==> config.mk <==
export PLATFORM = sky130hd
export DESIGN_NAME = inst_uc_fetch
export DESIGN_NICKNAME = d
export VERILOG_FILES = /design/src/rtl/cpu_defs_pkg.sv /design/src/rtl/inst_uc_fetch.sv
export SDC_FILE = /design/constraint.sdc
export NUM_CORES = 1
export LEC_CHECK = 0
export CAP_MARGIN = 25
export CORE_ASPECT_RATIO = 2
export CORE_MARGIN = 4
export CORE_UTILIZATION = 42
export CTS_BUF_LIST = sky130_fd_sc_hd__clkbuf_16
export DETAILED_ROUTE_END_ITERATION = 10
export PLACE_DENSITY = 0.86
export SYNTH_ARGS = -nofsm -noshare
export SYNTH_HDL_FRONTEND = slang
export SYNTH_SLANG_ARGS = --single-unit
==> constraint.sdc <==
create_clock -name clk -period 4.4 [get_ports clk]
set_input_delay 0.66 -clock clk [delete_from_list [all_inputs] [get_ports clk]]
set_output_delay 0.66 -clock clk [all_outputs]
set_load 0.005 [all_outputs]
==> src/rtl/cpu_defs_pkg.sv <==
// ============================================================================
// Module      : cpu_defs (package)
// Description : Shared CPU definitions: AXI encodings and the uncached fetch
//               state machine encoding.
// Revision    : 1.0 - initial release
// ============================================================================
`default_nettype none

package cpu_defs;

  // AXI encodings used by the fetch path
  localparam logic [2:0] AXI_SIZE_4B    = 3'b010;
  localparam logic [1:0] AXI_BURST_INCR = 2'b01;
  localparam logic [1:0] AXI_RESP_OKAY  = 2'b00;

  // Uncached fetch state machine
  typedef enum logic [1:0] {
    FS_IDLE = 2'd0,
    FS_AR   = 2'd1,
    FS_R    = 2'd2,
    FS_DONE = 2'd3
  } fetch_state_e;

endpackage : cpu_defs

`default_nettype wire

==> src/rtl/inst_uc_fetch.sv <==
// ============================================================================
// Module      : inst_uc_fetch
// Description : Uncached instruction fetch engine. Converts one fetch request
//               into a single-beat AXI4 read and returns the 32-bit word.
//               A flush during the bus transaction lets the transaction finish
//               but discards the returned data.
// Revision    : 1.0 - initial release
// ============================================================================
`default_nettype none

module inst_uc_fetch
  import cpu_defs::*;
#(
  parameter int              ID_W  = 4,
  parameter logic [ID_W-1:0] AR_ID = '0
) (
  input  logic            clk,
  input  logic            rst_n,
  // PC / IF stage side
  input  logic            req_i,
  input  logic [31:0]     addr_i,
  input  logic            flush_i,
  output logic            stall_o,
  output logic [31:0]     inst_o,
  output logic            valid_o,
  output logic            bus_err_o,
  // AXI read address channel
  output logic [ID_W-1:0] arid_o,
  output logic [31:0]     araddr_o,
  output logic [7:0]      arlen_o,
  output logic [2:0]      arsize_o,
  output logic [1:0]      arburst_o,
  output logic [1:0]      arlock_o,
  output logic [3:0]      arcache_o,
  output logic [2:0]      arprot_o,
  output logic            arvalid_o,
  input  logic            arready_i,
  // AXI read data channel
  input  logic [ID_W-1:0] rid_i,
  input  logic [31:0]     rdata_i,
  input  logic [1:0]      rresp_i,
  input  logic            rlast_i,
  input  logic            rvalid_i,
  output logic            rready_o
);

  fetch_state_e state_q, state_d;
  logic         kill_q, kill_d;
  logic [31:0]  araddr_q, araddr_d;
  logic [31:0]  inst_q, inst_d;
  logic         valid_q, valid_d;
  logic         bus_err_q, bus_err_d;
  logic         arvalid_q, arvalid_d;
  logic         rready_q, rready_d;
  logic         w_accept;

  // Only one transaction is ever outstanding, so the returned ID carries no
  // information.
  logic unused_rid;
  assign unused_rid = ^rid_i;

  assign w_accept = req_i & ~flush_i;

  // Next-state logic for the fetch FSM and its datapath registers
  always_comb begin
    state_d   = state_q;
    kill_d    = kill_q;
    araddr_d  = araddr_q;
    inst_d    = inst_q;
    arvalid_d = arvalid_q;
    rready_d  = rready_q;
    valid_d   = 1'b0;
    bus_err_d = 1'b0;
    case (state_q)
      FS_IDLE: begin
        if (w_accept) begin
          araddr_d  = addr_i;
          kill_d    = 1'b0;
          arvalid_d = 1'b1;
          state_d   = FS_AR;
        end
      end
      FS_AR: begin
        if (flush_i) kill_d = 1'b1;
        if (arready_i) begin
          arvalid_d = 1'b0;
          rready_d  = 1'b1;
          state_d   = FS_R;
        end
      end
      FS_R: begin
        if (flush_i) kill_d = 1'b1;
        // A beat without rlast is a protocol violation and is dropped.
        if (rvalid_i && rlast_i) begin
          rready_d = 1'b0;
          // A flush in the very cycle of the beat also kills the fetch.
          if (kill_q || flush_i) begin
            state_d = FS_IDLE;
          end else begin
            inst_d    = rdata_i;
            valid_d   = 1'b1;
            bus_err_d = (rresp_i != AXI_RESP_OKAY);
            state_d   = FS_DONE;
          end
        end
      end
      FS_DONE: begin
        state_d = FS_IDLE;
      end
      default: begin
        state_d   = FS_IDLE;
        arvalid_d = 1'b0;
        rready_d  = 1'b0;
      end
    endcase
  end

  // State and output registers with asynchronous active-low reset
  always_ff @(posedge clk or negedge rst_n) begin
    if (!rst_n) begin
      state_q   <= FS_IDLE;
      kill_q    <= 1'b0;
      araddr_q  <= 32'h0;
      inst_q    <= 32'h0;
      valid_q   <= 1'b0;
      bus_err_q <= 1'b0;
      arvalid_q <= 1'b0;
      rready_q  <= 1'b0;
    end else begin
      state_q   <= state_d;
      kill_q    <= kill_d;
      araddr_q  <= araddr_d;
      inst_q    <= inst_d;
      valid_q   <= valid_d;
      bus_err_q <= bus_err_d;
      arvalid_q <= arvalid_d;
      rready_q  <= rready_d;
    end
  end

  // Combinational so the PC holds in the same cycle the request is seen.
  assign stall_o = ((state_q == FS_IDLE) & w_accept) |
                   (state_q == FS_AR) | (state_q == FS_R);

  assign inst_o    = inst_q;
  assign valid_o   = valid_q;
  assign bus_err_o = bus_err_q;

  assign arid_o    = AR_ID;
  assign araddr_o  = araddr_q;
  assign arlen_o   = 8'd0;
  assign arsize_o  = AXI_SIZE_4B;
  assign arburst_o = AXI_BURST_INCR;
  assign arlock_o  = 2'b00;
  assign arcache_o = 4'b0000;
  assign arprot_o  = 3'b000;
  assign arvalid_o = arvalid_q;
  assign rready_o  = rready_q;

endmodule : inst_uc_fetch

`default_nettype wire

# --- Word-level counts from Yosys, hierarchy flattened ---
# Cells that the tools add are included.
word_totals:
  input_bits: 77
  wordCells: 55
  output_inout_bits: 95
  register_bits: 71
op_classes:
  n_reduce_logical: 14
  mux: 20
  bitwise_logic: 6
  eq_ne: 7
op_table:
  columns: ["cell", "n"]
  rows:
  - ["$reduce_and 3->1", 5]
  - ["$mux 1", 12]
  - ["$mux 2", 4]
  - ["$pmux 2 s4", 1]
  - ["$reduce_bool 2->1", 4]
  - ["$ne 2x2->1 const B", 3]
  - ["$pmux 1 s2", 3]
  - ["$eq 2x2->1 const B", 2]
  - ["$and 1x1->1", 2]
  - ["$eq 2x1->1 const B", 1]
  - ["$logic_not 2->1", 1]
  - ["$ne 2x1->1 const B", 1]
  - ["$not 1->1", 2]
  - ["$or 1x1->1", 2]
  - ["$reduce_and 2->1", 1]
  - ["$reduce_or 2->1", 1]
  - ["$logic_and 1x1->1", 1]
  - ["$logic_or 1x1->1", 1]

# --- Logic depth before layout (Yosys ltp) ---
# Gate-level depths: netlist (run 1).
depth:
  ltp_word: 5
  mapped_depth: 7

# --- Worst setup path after synthesis (run 1) ---
# OpenSTA, ideal clock, no wires.
synth_path:
  path_type: "input-to-output"
  from: "input port flush_i"
  to: "output port stall_o"
  setup_slack_ns: 2.548
  arrival_ns: 1.192
  path_stages: 3
  path_buffers: 1
  required_time_ns: 3.740
  cell_sequence: "nand3b_2 buf_2 nand2_1"
synth_between:
  elab_chain_cells: 5
synth_rtl:
  columns: ["item", "line", "text"]
  rows:
  - ["start: declaration", "inst_uc_fetch.sv:22", "input logic flush_i,"]
  - ["$not 1->1", "inst_uc_fetch.sv:62", "assign w_accept = req_i & ~flush_i;"]
  - ["$and 1x1->1", "inst_uc_fetch.sv:62", null]
  - ["$and 1x1->1", "inst_uc_fetch.sv:142", "assign stall_o = ((state_q == FS_IDLE) & w_accept) |"]
  - ["$or 1x1->1", "inst_uc_fetch.sv:142", null]
  - ["$or 1x1->1", "inst_uc_fetch.sv:143", "(state_q == FS_AR) | (state_q == FS_R);"]
  - ["end: declaration", "inst_uc_fetch.sv:23", "output logic stall_o,"]
# Every way passes these cells.

# --- Worst setup path in the final report (run 1) ---
# Same ends and word-level chain as after synthesis.

==> results of run 1 <==
==> flip-flops by register name, indices dropped and copies added (netlist names) <==
name	count
araddr_o	32
inst_o	32
state_q	2
arvalid_o	1
bus_err_o	1
kill_q	1
rready_o	1
valid_o	1
==> cell usage in the layout (no fill, tap or decap), drive strengths merged, types with 2 or more instances in the layout <==
master           n
ha               5
a21oi            4
nand2            2
o21a             2
clkbuf           9
dfrtp           71
o21ai            3
nor2             3
inv              3
buf              4
clkdlybuf4s50  140
clkinv           6
conb            26
mux2            64
==> power groups by stage <==
stage          Sequential [W]  Combinational, W  Clock [W]
3_3_place_gp          0.00112           0.00132          0
5_1_grt               0.00118           0.00142   0.000664
2_1_floorplan         0.00116          0.000522          0
6_report              0.00114           0.00134   0.000621
4_1_cts               0.00115           0.00136   0.000641
3_5_place_dp          0.00115           0.00135          0
==> final cells by class <==
cell class                 instances  area share, %
tap                               92          2.425
timing repair buffer             144          30.36
inverter                           3         0.2372
clock inverter                     6         0.6062
multi-input combinational        120          24.20
clock buffer                       9          4.744
sequential                        71          37.43
==> path summary, 6_finish.rpt <==
| check | end | start | slack (ns) |
|---|---|---|---|
| worst min register to register | araddr_o[5] | araddr_o[5] | 0.50 |
| worst max-delay path | stall_o | flush_i | 1.83 |
| max in group asynchronous | araddr_o[26] | rst_n | 3.02 |
| min in group clk | araddr_o[5] | araddr_o[5] | 0.50 |
| worst max register to register | inst_o[22] | state_q[0] | 2.35 |
| worst min-delay path | araddr_o[15] | rst_n | 0.40 |
==> per-stage QoR <==
stage	cells	cell area, um^2
2_1_floorplan	227	3217
3_3_place_gp	429	4473
3_5_place_dp	429	4473
4_1_cts	444	4727
5_1_grt	445	4747
6_report	445	4747
==> cell families (layout without fill, tap and decap cells) <==
kind of cell | Yosys count | count (layout) | synth area share, %
buffers and inverters | 36 | 162 | 9.364
multiplexers | 65 | 65 | 26.73
AO/OA/AOI/OAI | 14 | 14 | 2.841
flip-flops | 71 | 71 | 56.82
adder cells (fa/ha/maj) | 5 | 5 | 2.001
other | 2 | 26 | 0.2402
AND/OR/NAND/NOR | 10 | 10 | 2.001
==> cells in the mapped netlist <==
| cell type | number |
|---|---|
| sky130_fd_sc_hd__a2111oi_0 | 1 |
| sky130_fd_sc_hd__a211oi_1 | 1 |
| sky130_fd_sc_hd__a21boi_0 | 1 |
| sky130_fd_sc_hd__a21oi_1 | 4 |
| sky130_fd_sc_hd__a2bb2oi_1 | 1 |
| sky130_fd_sc_hd__and2b_1 | 1 |
| sky130_fd_sc_hd__buf_12 | 3 |
| sky130_fd_sc_hd__buf_2 | 3 |
| sky130_fd_sc_hd__buf_4 | 26 |
| sky130_fd_sc_hd__buf_6 | 1 |
| sky130_fd_sc_hd__conb_1 | 2 |
| sky130_fd_sc_hd__dfrtp_1 | 71 |
| sky130_fd_sc_hd__ha_1 | 5 |
| sky130_fd_sc_hd__inv_1 | 3 |
| sky130_fd_sc_hd__mux2_2 | 36 |
| sky130_fd_sc_hd__mux2_4 | 28 |
| sky130_fd_sc_hd__mux2i_1 | 1 |
| sky130_fd_sc_hd__nand2_1 | 2 |
| sky130_fd_sc_hd__nand2b_1 | 1 |
| sky130_fd_sc_hd__nand3b_2 | 1 |
| sky130_fd_sc_hd__nor2_1 | 3 |
| sky130_fd_sc_hd__nor2b_1 | 1 |
| sky130_fd_sc_hd__nor3b_2 | 1 |
| sky130_fd_sc_hd__o21a_1 | 2 |
| sky130_fd_sc_hd__o21ai_0 | 3 |
| sky130_fd_sc_hd__o22ai_1 | 1 |
==> worst max-delay path: stages <==
cell and delay [ns]:
sky130_fd_sc_hd__clkdlybuf4s50_1 0.46, sky130_fd_sc_hd__nand3b_2 0.23, sky130_fd_sc_hd__nand2_1 0.07, sky130_fd_sc_hd__clkdlybuf4s50_1 0.49
==> metal layers <==
layer	track usage (%)	vias to the layer above	wire, um
li1	-	936	-
met4	7.940	0	153
met1	16.84	988	2610
met2	31.64	90	4348
met3	4.395	11	439
met5	0	-	0
==> report_table.html, run 1 <==
<table>
<tr><th>Metric</th><th>Value</th></tr>
<tr><th colspan="2">Pwr</th></tr>
<tr><td>Sequential cell fraction of total power</td><td>36.9%</td></tr>
<tr><td>Power Total</td><td>0.003100 W</td></tr>
<tr><td>Switching component of the power</td><td>0.0008177 W</td></tr>
<tr><td>Ratio of total power to cell area</td><td>653.0 mW/mm^2</td></tr>
<tr><td>Part of the power in combinational logic</td><td>43.1%</td></tr>
<tr><td>Leakage power summed over all cells</td><td>2.104 nW</td></tr>
<tr><td>Switching share of total power</td><td>26.38%</td></tr>
<tr><td>Peak supply drop</td><td>342.5 uV</td></tr>
<tr><td>Portion of total power attributed to the clock network</td><td>20.0%</td></tr>
<tr><td>Int Power</td><td>0.002282 W</td></tr>
<tr><th colspan="2">STA</th></tr>
<tr><td>Highest clock rate</td><td>389.3 MHz</td></tr>
<tr><td>Total count of max-transition violations in the final report</td><td>0</td></tr>
<tr><td>Total negative slack</td><td>0 ns</td></tr>
<tr><td>RSZ-0062 raised after global routing</td><td>false</td></tr>
<tr><td>Post-layout min period</td><td>2.569 ns</td></tr>
<tr><td>Count of final hold-check violations</td><td>0</td></tr>
<tr><td>Post-route clock skew</td><td>0.002050 ns</td></tr>
<tr><td>Portion of the clock cycle consumed by the worst path in the final layout</td><td>58.38%</td></tr>
<tr><td>Count of endpoints failing setup in the final report</td><td>0</td></tr>
<tr><td>Max transition margin</td><td>48.99%</td></tr>
<tr><td>Tightest Pin Transition</td><td>0.7652 ns</td></tr>
<tr><td>Post-layout worst setup margin</td><td>1.831 ns</td></tr>
<tr><td>Final Hold Slack</td><td>0.4008 ns</td></tr>
<tr><th colspan="2">Die</th></tr>
<tr><td>Initial core utilization</td><td>43.03%</td></tr>
<tr><td>Die extent in y</td><td>130.0 um</td></tr>
<tr><td>Die outline width</td><td>69.01 um</td></tr>
<tr><td>Die area</td><td>0.008973 mm^2</td></tr>
<tr><td>Cell row count</td><td>44</td></tr>
<tr><td>Core outline area</td><td>0.007267 mm^2</td></tr>
<tr><td>Boundary Pins</td><td>172</td></tr>
<tr><th colspan="2">Finish</th></tr>
<tr><td>Finished Core Util</td><td>65.32%</td></tr>
<tr><td>Filler cell count in the final layout</td><td>557</td></tr>
<tr><td>Storage element area</td><td>0.001777 mm^2</td></tr>
<tr><td>Relative area change from synthesis to final layout</td><td>51.82%</td></tr>
<tr><td>Final-stage net count</td><td>431</td></tr>
<tr><td>Area occupied by multi-input gates</td><td>0.001149 mm^2</td></tr>
<tr><td>Number of antenna diodes</td><td>0</td></tr>
<tr><td>Fraction of layout cells with a size suffix above 1</td><td>24.08%</td></tr>
<tr><th colspan="2">Setup path</th></tr>
<tr><td>Worst endpoint data arrival time</td><td>1.91 ns</td></tr>
<tr><td>Kind of capture point of the worst setup path</td><td>output pin</td></tr>
<tr><td>Length in cells of the worst reg-to-reg path</td><td>6</td></tr>
<tr><td>Type of element launching the critical path</td><td>input port</td></tr>
<tr><td>Required time at the endpoint of the critical path</td><td>3.74 ns</td></tr>
<tr><td>Maximum fanout count along the critical path</td><td>4</td></tr>
<tr><td>Category of the critical setup timing path</td><td>in -&gt; out</td></tr>
<tr><th colspan="2">Yosys</th></tr>
<tr><td>Share of the synthesized area in the top cell type</td><td>56.82%</td></tr>
<tr><td>Leading post-synthesis cells by cell area</td><td>sky130_fd_sc_hd__dfrtp_1 57%, sky130_fd_sc_hd__mux2_4 13%, sky130_fd_sc_hd__mux2_2 13%, sky130_fd_sc_hd__buf_4 6.2%, sky130_fd_sc_hd__ha_1 2.0%</td></tr>
<tr><td>Post-Syn Area per Cell</td><td>15.40 um^2</td></tr>
<tr><td>Synth warnings</td><td>0</td></tr>
<tr><td>Mapped Cells</td><td>203</td></tr>
<tr><td>Post-synthesis cell area</td><td>0.003127 mm^2</td></tr>
<tr><td>Post-synthesis sequential area ratio</td><td>56.82%</td></tr>
<tr><td>Number of distinct library cells after synthesis</td><td>26</td></tr>
<tr><td>Cell taking the most area after synthesis</td><td>sky130_fd_sc_hd__dfrtp_1</td></tr>
<tr><td>#FFs+latches synth</td><td>71</td></tr>
<tr><th colspan="2">Clock tree</th></tr>
<tr><td>Number of H-tree branching levels</td><td>3</td></tr>
<tr><td>Hold-fix buffer count after cts</td><td>0</td></tr>
<tr><td>CTS buffer count</td><td>9</td></tr>
<tr><td>Clk_lat worst skew</td><td>0.33 ns</td></tr>
<tr><td>Clock transition at the register clock pins on the worst setup and hold paths after CTS</td><td>0.05 ns</td></tr>
<tr><td>Clock tree from TritonCTS</td><td>yes</td></tr>
<tr><td>Total of cells resized after clock tree synthesis</td><td>0</td></tr>
<tr><td>Post-CTS Setup Bufs</td><td>0</td></tr>
<tr><td># clock sinks</td><td>71</td></tr>
<tr><td>Clock tree root driver cell</td><td>sky130_fd_sc_hd__clkbuf_16</td></tr>
<tr><td>Clk buf depth</td><td>2</td></tr>
<tr><th colspan="2">Placement</th></tr>
<tr><td>Count of input and output buffers</td><td>141</td></tr>
<tr><td>HPWL Detailed</td><td>5749 um</td></tr>
<tr><td>Final weighted congestion of routability-driven global placement</td><td>0.7649</td></tr>
<tr><td>Worst slack, placed</td><td>1.552 ns</td></tr>
<tr><th colspan="2">Min path</th></tr>
<tr><td>Type of the most critical hold path</td><td>in -&gt; async</td></tr>
<tr><th colspan="2">GRT</th></tr>
<tr><td>Via count of the first global-routing pass</td><td>2,127</td></tr>
<tr><td>GRT Resource Usage Total</td><td>16.74%</td></tr>
<tr><td>Wire length of the first global-routing pass</td><td>11,420 um</td></tr>
<tr><td>Maximum number of pins on one net before global-route repair</td><td>39</td></tr>
<tr><td>Initial antenna violation count</td><td>0</td></tr>
<tr><td>GR Overflow Total</td><td>0</td></tr>
<tr><th colspan="2">Detailed routing</th></tr>
<tr><td>Average routed wire per standard cell</td><td>16.97 um</td></tr>
<tr><td>Number of routed nets with antenna violations</td><td>0</td></tr>
<tr><td>Initial detailed-routing violation count</td><td>77</td></tr>
<tr><td>Routed vias/inst</td><td>4.551</td></tr>
<tr><td>Final routed DRC violation total</td><td>0</td></tr>
<tr><td>Routed via count</td><td>2,025</td></tr>
<tr><td>Total detailed-routing wirelength</td><td>7552 um</td></tr>
<tr><td>Number of detailed-route iterations in the first pass</td><td>4</td></tr>
<tr><th colspan="2">Status</th></tr>
<tr><td>Outcome</td><td>finished clean</td></tr>
<tr><th colspan="2">Run</th></tr>
<tr><td>MaxCap Viol Count</td><td>0</td></tr>
</table>
(Power assumes the default switching activity.)
==> inputs of run 2 (changes only) <==
Settings changed: CORE_UTILIZATION 42 to 35, PLACE_DENSITY 0.86 to 0.77.
Clock period 4.4 ns to 2.1 ns, I/O delays scaled along.
==> run 2 against run 1 <==
  * Sequential power grew 110%
  * Power grew 110%
  * First-iteration DRC count shrank 42%
  * Core utilization shrank 9.3 points
  * Clock skew grew 0.0032 ns
  * Critical endpoint unchanged
  * Setup slack lost 1.7 ns
  * Combinational power grew 120%
  * Highest routed layer unchanged
  * Critical path type is now reg -> out
  * Largest power group unchanged
  * Sequential share of layout area shrank 0.74 points
==> report_table.html, run 2 (same netlist as run 1, synthesis figures left out) <==
<table>
<tr><th>Metric</th><th>Value</th></tr>
<tr><th colspan="2">GRT</th></tr>
<tr><td>Global-route met3 utilization</td><td>3.546% (-0.85 points)</td></tr>
<tr><td>Wire length of the first global-routing pass</td><td>11,540 um (+1.0%)</td></tr>
<tr><td>GRT Resource Usage Total</td><td>14.70% (-2.0 points)</td></tr>
<tr><td>Initial antenna violation count</td><td>0 (unchanged)</td></tr>
<tr><td>Global routing usage on met1</td><td>13.56% (-3.3 points)</td></tr>
<tr><td>Via count of the first global-routing pass</td><td>2,332 (+9.6%)</td></tr>
<tr><td>Routing layer with the top usage in global route</td><td>met2</td></tr>
<tr><td>GR Layer Usage met2</td><td>27.87% (-3.8 points)</td></tr>
<tr><td>Maximum number of pins on one net before global-route repair</td><td>41 (+5.1%)</td></tr>
<tr><td>GR Overflow Total</td><td>0 (unchanged)</td></tr>
<tr><th colspan="2">Setup path</th></tr>
<tr><td>Worst endpoint data arrival time</td><td>1.68 ns (-0.23 ns)</td></tr>
<tr><td>Required time at the endpoint of the critical path</td><td>1.78 ns (-1.96 ns)</td></tr>
<tr><td>Worst r2r src</td><td>state_q[0]</td></tr>
<tr><td>Maximum fanout count along the critical path</td><td>6 (+2)</td></tr>
<tr><td>Length in cells of the worst reg-to-reg path</td><td>6 (unchanged)</td></tr>
<tr><td>End point of the critical path</td><td>stall_o</td></tr>
<tr><td>Crit path launch</td><td>state_q[0]</td></tr>
<tr><td>Endpoint of the lowest-slack register-to-register path</td><td>inst_o[24]</td></tr>
<tr><td>Category of the critical setup timing path</td><td>reg -&gt; out</td></tr>
<tr><td>Reg-to-reg setup timing slack</td><td>0.20 ns (-2.15 ns)</td></tr>
<tr><td>Type of element launching the critical path</td><td>register</td></tr>
<tr><td>Kind of capture point of the worst setup path</td><td>output pin</td></tr>
<tr><th colspan="2">Placement</th></tr>
<tr><td>Count of input and output buffers</td><td>141 (unchanged)</td></tr>
<tr><td>Final weighted congestion of routability-driven global placement</td><td>0.7955 (+4.0%)</td></tr>
<tr><td>Worst slack, placed</td><td>0.1315 ns (-1.421 ns)</td></tr>
<tr><td>HPWL Detailed</td><td>5971 um (+3.9%)</td></tr>
<tr><td>DP Area</td><td>0.004546 mm^2 (+1.6%)</td></tr>
<tr><td>Cells after DPL</td><td>440 (+2.6%)</td></tr>
<tr><th colspan="2">STA</th></tr>
<tr><td>Highest clock rate</td><td>501.2 MHz</td></tr>
<tr><td>Count of endpoints failing setup in the final report</td><td>0 (unchanged)</td></tr>
<tr><td>Total negative slack</td><td>0 ns (unchanged)</td></tr>
<tr><td>Post-layout worst setup margin</td><td>0.1047 ns (-1.727 ns)</td></tr>
<tr><td>Post-layout min period</td><td>1.995 ns</td></tr>
<tr><td>RSZ-0062 raised after global routing</td><td>false</td></tr>
<tr><td>Portion of the clock cycle consumed by the worst path in the final layout</td><td>95.02%</td></tr>
<tr><td>Count of final hold-check violations</td><td>0 (unchanged)</td></tr>
<tr><td>Post-route clock skew</td><td>0.005204 ns (+0.003155 ns)</td></tr>
<tr><td>Total count of max-transition violations in the final report</td><td>0 (unchanged)</td></tr>
<tr><th colspan="2">Clock tree</th></tr>
<tr><td>Clk_lat worst skew</td><td>0.32 ns (about the same)</td></tr>
<tr><td># clock sinks</td><td>71 (unchanged)</td></tr>
<tr><td>Clk buf depth</td><td>2 (unchanged)</td></tr>
<tr><td>CTS buffer count</td><td>9 (unchanged)</td></tr>
<tr><td>Clock transition at the register clock pins on the worst setup and hold paths after CTS</td><td>0.05 ns (about the same)</td></tr>
<tr><td>Clock tree from TritonCTS</td><td>yes</td></tr>
<tr><td>Clock tree root driver cell</td><td>sky130_fd_sc_hd__clkbuf_16</td></tr>
<tr><td>Number of H-tree branching levels</td><td>3 (unchanged)</td></tr>
<tr><th colspan="2">Die</th></tr>
<tr><td>Die area</td><td>0.01060 mm^2 (+18%)</td></tr>
<tr><td>Initial core utilization</td><td>36.15% (-6.9 points)</td></tr>
<tr><td>Cell row count</td><td>48 (+9.1%)</td></tr>
<tr><td>Boundary Pins</td><td>172 (unchanged)</td></tr>
<tr><td>Die outline width</td><td>74.84 um (+8.4%)</td></tr>
<tr><td>Core outline area</td><td>0.008648 mm^2 (+19%)</td></tr>
<tr><td>Die extent in y</td><td>141.7 um (+9.0%)</td></tr>
<tr><th colspan="2">Finish</th></tr>
<tr><td>Filler cell count in the final layout</td><td>729 (+31%)</td></tr>
<tr><td>Number of antenna diodes</td><td>0 (unchanged)</td></tr>
<tr><td>Fraction of layout cells with a size suffix above 1</td><td>25.42% (+1.3 points)</td></tr>
<tr><td>Area of all placed cells without fillers</td><td>0.004843 mm^2 (+2.0%)</td></tr>
<tr><td>Relative area change from synthesis to final layout</td><td>54.90%</td></tr>
<tr><td>Commonest cells after routing, fill and taps aside</td><td>140 x sky130_fd_sc_hd__clkdlybuf4s50_1, 71 x sky130_fd_sc_hd__dfrtp_1, 36 x sky130_fd_sc_hd__mux2_2</td></tr>
<tr><td>Final-stage net count</td><td>436 (+1.2%)</td></tr>
<tr><td>Count of non-filler cells in the finished layout</td><td>458 (+2.9%)</td></tr>
<tr><td>Leading cell type in the layout, fill and taps excluded</td><td>sky130_fd_sc_hd__clkdlybuf4s50_1</td></tr>
<tr><th colspan="2">Detailed routing</th></tr>
<tr><td>Total detailed-routing wirelength</td><td>7680 um (+1.7%)</td></tr>
<tr><td>Final routed DRC violation total</td><td>0 (unchanged)</td></tr>
<tr><td>Average routed wire per standard cell</td><td>16.77 um (-1.2%)</td></tr>
<tr><td>Number of detailed-route iterations in the first pass</td><td>4 (unchanged)</td></tr>
<tr><td>Routed vias/inst</td><td>4.570 (+0.42%)</td></tr>
<tr><td>Number of routed nets with antenna violations</td><td>0 (unchanged)</td></tr>
<tr><td>Initial detailed-routing violation count</td><td>45 (-42%)</td></tr>
<tr><td>Routed via count</td><td>2,093 (+3.4%)</td></tr>
<tr><th colspan="2">Pwr</th></tr>
<tr><td>Peak supply drop</td><td>693.8 uV (+100%)</td></tr>
<tr><td>Leakage power summed over all cells</td><td>2.133 nW (+1.4%)</td></tr>
<tr><td>Ratio of total power to cell area</td><td>1362 mW/mm^2 (+110%)</td></tr>
<tr><td>Power Total</td><td>0.006597 W (+110%)</td></tr>
<tr><th colspan="2">Status</th></tr>
<tr><td>Outcome</td><td>finished clean</td></tr>
<tr><th colspan="2">Run</th></tr>
<tr><td>MaxCap Viol Count</td><td>0 (unchanged)</td></tr>
<tr><th colspan="2">Min path</th></tr>
<tr><td>Type of the most critical hold path</td><td>in -&gt; async</td></tr>
</table>
-- run 2: cell types whose count changed in the layout (fill, tap and decap cells not counted) --
cell	before	now
sky130_fd_sc_hd__dlygate4sd3_1	0	1
sky130_fd_sc_hd__inv_4	0	1
sky130_fd_sc_hd__inv_1	3	2
sky130_fd_sc_hd__clkinv_2	5	2
sky130_fd_sc_hd__clkinv_4	0	1
sky130_fd_sc_hd__buf_2	1	0
sky130_fd_sc_hd__buf_4	2	5
sky130_fd_sc_hd__ha_4	0	1
sky130_fd_sc_hd__buf_12	1	3
sky130_fd_sc_hd__ha_2	0	1
sky130_fd_sc_hd__clkinv_1	1	2
sky130_fd_sc_hd__ha_1	5	3
sky130_fd_sc_hd__inv_2	0	1
-- run 2: critical path, cell delays in order (launching register included) --
cell	delay (ns)
sky130_fd_sc_hd__dfrtp_1	0.41
sky130_fd_sc_hd__inv_4	0.11
sky130_fd_sc_hd__ha_4	0.17
sky130_fd_sc_hd__nand3b_2	0.10
sky130_fd_sc_hd__nand2_1	0.07
sky130_fd_sc_hd__clkdlybuf4s50_1	0.49
-- run 2: where the power goes --
group / total, W / internal, W / switching [W]
clock: 0.00131 / 0.000776 / 0.000531
combinational: 0.00289 / 0.00203 / 0.000863
sequential: 0.00240 / 0.00204 / 0.000357
-- run 2: worst min path at each step --
stage,slack (ns),to,startpoint,depth (start not counted)
global route,0.51,inst_o[4],inst_o[4],1
CTS,0.49,araddr_o[18],rst_n,2
finish,0.49,araddr_o[14],rst_n,2
global placement,0.29,araddr_o[14],rst_n,1
detailed placement,0.29,araddr_o[14],rst_n,1
floorplan,0.02,araddr_o[0],rst_n,0
-- run 2: layer usage --
metal / vias up / routed length (um)
met2: 99 / 4566
met3: 16 / 507
li1: 946 / -
met1: 1032 / 2408
met5: - / 0
met4: 0 / 198
-- run 2: layout make-up --
class	instances	area, um^2	share of cell area (%)
clock buffer	9	225.2	4.650
clock inverter	6	30.03	0.6200
sequential	71	1777	36.68
multi-input combinational	120	1164	24.02
timing repair buffer	149	1509	31.15
tap	100	125.1	2.583
inverter	3	13.76	0.2842
-- run 2: timing repair --
item	CTS	global route
pin swaps	0	0
gates cloned	0	0
gates resized for setup	5	1
endpoints found under the hold margin	31	0
setup endpoints to repair	1	1
buffers inserted	0	2
hold buffers	1	0
-- run 2: stage by stage --
step / util (%) / hold WS, ns
final: 56.00 / 0.4856
after CTS: 55.80 / 0.4915
after detailed placement: 52.56 / 0.2890
after global routing: 56.00 / 0.5115
after global placement: 52.56 / 0.2863
after floorplan: - / 0.01941
==> inputs of run 3 (changes only) <==
Settings changed: GPL_TIMING_DRIVEN from default to 0, REMOVE_ABC_BUFFERS from default to 1.
==> run 3 against run 2 <==
  * Power rose by 3.8%
  * Sequential power barely moved
  * Die area did not move
  * Highest routed layer unchanged
==> report_table.html, run 3 (same netlist as run 1, synthesis figures left out) <==
<table>
<tr><th>Metric</th><th>Value</th></tr>
<tr><th colspan="2">Detailed routing</th></tr>
<tr><td>Number of detailed-route iterations in the first pass</td><td>4 (unchanged)</td></tr>
<tr><td>Routed via count</td><td>2,067 (-1.2%)</td></tr>
<tr><td>Final routed DRC violation total</td><td>0 (unchanged)</td></tr>
<tr><td>Routed vias/inst</td><td>4.523 (-1.0%)</td></tr>
<tr><td>Initial detailed-routing violation count</td><td>68 (+51%)</td></tr>
<tr><td>Average routed wire per standard cell</td><td>17.06 um (+1.7%)</td></tr>
<tr><td>Total detailed-routing wirelength</td><td>7796 um (+1.5%)</td></tr>
<tr><td>Number of routed nets with antenna violations</td><td>0 (unchanged)</td></tr>
<tr><th colspan="2">Placement</th></tr>
<tr><td>Cells after DPL</td><td>436 (-0.91%)</td></tr>
<tr><td>Final weighted congestion of routability-driven global placement</td><td>0.7149 (-10%)</td></tr>
<tr><td>Count of input and output buffers</td><td>141 (unchanged)</td></tr>
<tr><td>HPWL Detailed</td><td>5570 um (-6.7%)</td></tr>
<tr><td>DP Area</td><td>0.004491 mm^2 (-1.2%)</td></tr>
<tr><td>Worst slack, placed</td><td>-0.6249 ns (-0.7564 ns)</td></tr>
<tr><th colspan="2">GRT</th></tr>
<tr><td>GR Layer Usage met2</td><td>27.74% (-0.14 points)</td></tr>
<tr><td>Wire length of the first global-routing pass</td><td>11,710 um (+1.5%)</td></tr>
<tr><td>Maximum number of pins on one net before global-route repair</td><td>72 (+76%)</td></tr>
<tr><td>Initial antenna violation count</td><td>0 (unchanged)</td></tr>
<tr><td>GR Overflow Total</td><td>0 (unchanged)</td></tr>
<tr><td>Global-route met3 utilization</td><td>3.901% (+0.35 points)</td></tr>
<tr><td>GRT Resource Usage Total</td><td>14.80% (+0.11 points)</td></tr>
<tr><td>Via count of the first global-routing pass</td><td>2,283 (-2.1%)</td></tr>
<tr><td>Global routing usage on met1</td><td>14.27% (+0.71 points)</td></tr>
<tr><td>Routing layer with the top usage in global route</td><td>met2</td></tr>
<tr><th colspan="2">Setup path</th></tr>
<tr><td>Number of buffers and inverters on the critical path</td><td>2 (unchanged)</td></tr>
<tr><td>List of cells traversed by the critical path</td><td>inv_2, ha_2, nor2_1, nand2_1, clkdlybuf4s50_1</td></tr>
<tr><td>Cell family with the largest share of critical-path delay</td><td>buffers and inverters</td></tr>
<tr><td>Maximum fanout count along the critical path</td><td>4 (-2)</td></tr>
<tr><td>End point of the critical path</td><td>stall_o</td></tr>
<tr><td>Reg-to-reg setup timing slack</td><td>0.14 ns (-0.06 ns)</td></tr>
<tr><td>Largest stage delay, worst path</td><td>0.51 ns (+0.02 ns)</td></tr>
<tr><td>Category of the critical setup timing path</td><td>reg -&gt; out</td></tr>
<tr><td>Required time at the endpoint of the critical path</td><td>1.78 ns (about the same)</td></tr>
<tr><td>Kind of capture point of the worst setup path</td><td>output pin</td></tr>
<tr><td>Worst endpoint data arrival time</td><td>1.70 ns (+0.02 ns)</td></tr>
<tr><td>Crit path launch</td><td>state_q[1]</td></tr>
<tr><td>Endpoint of the lowest-slack register-to-register path</td><td>inst_o[22]</td></tr>
<tr><td>Worst r2r src</td><td>state_q[0]</td></tr>
<tr><td>Slowest cell on crit path</td><td>sky130_fd_sc_hd__clkdlybuf4s50_1</td></tr>
<tr><td>Length in cells of the worst reg-to-reg path</td><td>6 (unchanged)</td></tr>
<tr><td>Type of element launching the critical path</td><td>register</td></tr>
<tr><td>Stages on the worst setup path</td><td>5 (unchanged)</td></tr>
<tr><th colspan="2">Run</th></tr>
<tr><td>MaxCap Viol Count</td><td>0 (unchanged)</td></tr>
<tr><th colspan="2">Finish</th></tr>
<tr><td>Fraction of layout cells with a size suffix above 1</td><td>25.77% (+0.35 points)</td></tr>
<tr><td>Count of non-filler cells in the finished layout</td><td>457 (-0.22%)</td></tr>
<tr><td>Number of antenna diodes</td><td>0 (unchanged)</td></tr>
<tr><td>Final-stage net count</td><td>434 (-0.46%)</td></tr>
<tr><td>Commonest cells after routing, fill and taps aside</td><td>140 x sky130_fd_sc_hd__clkdlybuf4s50_1, 71 x sky130_fd_sc_hd__dfrtp_1, 36 x sky130_fd_sc_hd__mux2_2</td></tr>
<tr><td>Relative area change from synthesis to final layout</td><td>56.26%</td></tr>
<tr><td>Finished Core Util</td><td>56.50% (+0.49 points)</td></tr>
<tr><td>Leading cell type in the layout, fill and taps excluded</td><td>sky130_fd_sc_hd__clkdlybuf4s50_1</td></tr>
<tr><td>Area of all placed cells without fillers</td><td>0.004886 mm^2 (+0.88%)</td></tr>
<tr><th colspan="2">STA</th></tr>
<tr><td>Post-route clock skew</td><td>0.007523 ns (+0.002319 ns)</td></tr>
<tr><td>RSZ-0062 raised after global routing</td><td>false</td></tr>
<tr><td>Highest clock rate</td><td>496.0 MHz (-1.0%)</td></tr>
<tr><td>Post-layout min period</td><td>2.016 ns (+0.02094 ns)</td></tr>
<tr><td>Count of endpoints failing setup in the final report</td><td>0 (unchanged)</td></tr>
<tr><td>Total negative slack</td><td>0 ns (unchanged)</td></tr>
<tr><td>Tightest Pin Transition</td><td>0.8823 ns</td></tr>
<tr><td>Post-layout worst setup margin</td><td>0.08373 ns (-0.02094 ns)</td></tr>
<tr><td>Portion of the clock cycle consumed by the worst path in the final layout</td><td>96.01% (+1.0 points)</td></tr>
<tr><td>Count of final hold-check violations</td><td>0 (unchanged)</td></tr>
<tr><td>Total count of max-transition violations in the final report</td><td>0 (unchanged)</td></tr>
<tr><td>Max transition margin</td><td>41.18%</td></tr>
<tr><th colspan="2">Die</th></tr>
<tr><td>Cell row count</td><td>48 (unchanged)</td></tr>
<tr><td>Die area</td><td>0.01060 mm^2 (unchanged)</td></tr>
<tr><td>Boundary Pins</td><td>172 (unchanged)</td></tr>
<tr><td>Die extent in y</td><td>141.7 um (unchanged)</td></tr>
<tr><td>Die outline width</td><td>74.84 um (unchanged)</td></tr>
<tr><td>Core outline area</td><td>0.008648 mm^2 (unchanged)</td></tr>
<tr><td>Initial core utilization</td><td>36.15% (unchanged)</td></tr>
<tr><th colspan="2">Clock tree</th></tr>
<tr><td>Clock tree root driver cell</td><td>sky130_fd_sc_hd__clkbuf_16</td></tr>
<tr><td>Clock transition at the register clock pins on the worst setup and hold paths after CTS</td><td>0.06 ns (about the same)</td></tr>
<tr><td># clock sinks</td><td>71 (unchanged)</td></tr>
<tr><td>Hold-fix buffer count after cts</td><td>0 (-1)</td></tr>
<tr><td>CTS buffer count</td><td>9 (unchanged)</td></tr>
<tr><td>Clk_lat worst skew</td><td>0.32 ns (about the same)</td></tr>
<tr><td>Clock tree from TritonCTS</td><td>yes</td></tr>
<tr><td>Clk buf depth</td><td>2 (unchanged)</td></tr>
<tr><td>Number of H-tree branching levels</td><td>3 (unchanged)</td></tr>
<tr><th colspan="2">Pwr</th></tr>
<tr><td>Ratio of total power to cell area</td><td>1401 mW/mm^2 (+2.9%)</td></tr>
<tr><td>Peak supply drop</td><td>771.1 uV (+11%)</td></tr>
<tr><td>Leakage power summed over all cells</td><td>2.151 nW (+0.84%)</td></tr>
<tr><th colspan="2">Status</th></tr>
<tr><td>Outcome</td><td>finished clean</td></tr>
<tr><th colspan="2">Min path</th></tr>
<tr><td>Type of the most critical hold path</td><td>in -&gt; async</td></tr>
</table>
[run 3: layout make-up]
type	count	area, um^2
multi-input combinational	121	1184
tap	100	125.1
timing repair buffer	146	1476
inverter	3	11.26
clock inverter	7	87.58
clock buffer	9	225.2
fill	742	3762
sequential	71	1777
[run 3: power by group]
group	internal, W	switching, W	leakage [nW]
Sequential	0.00204	0.000342	0.875
Clock	0.00103	0.000553	0.147
Combinational	0.00203	0.000856	1.13
[run 3: how the worst min path moves through the flow]
stage,endpoint,from,cells after the start
3_3_place_gp,araddr_o[16],araddr_o[16],1
2_1_floorplan,araddr_o[0],rst_n,0
4_1_cts,bus_err_o,rst_n,1
3_5_place_dp,araddr_o[29],araddr_o[29],1
6_report,araddr_o[31],rst_n,1
5_1_grt,bus_err_o,rst_n,1
[run 3: repair_timing]
item                       CTS  global route
hold endpoints to repair     0             0
buffers inserted             1             2
gates cloned                 1             1
resized for setup            5             1
setup endpoints to repair   34             2
pin swaps                    1             0
[run 3: per-layer routing]
| metal | part of all wire, % | up-vias |
|---|---|---|
| met5 | 0 | - |
| met2 | 60 | 107 |
| met4 | 2.3 | 0 |
| met1 | 31 | 1002 |
| met3 | 7.0 | 13 |
| li1 | - | 945 |
[run 3: metrics by stage]
step | power [W] | hold slack [ns]
floorplan | 0.003479 | 0.01941
global placement | 0.005131 | 0.4868
detailed placement | 0.005221 | 0.4912
CTS | 0.006917 | 0.1545
global route | 0.007271 | 0.1999
finish | 0.006845 | 0.1225
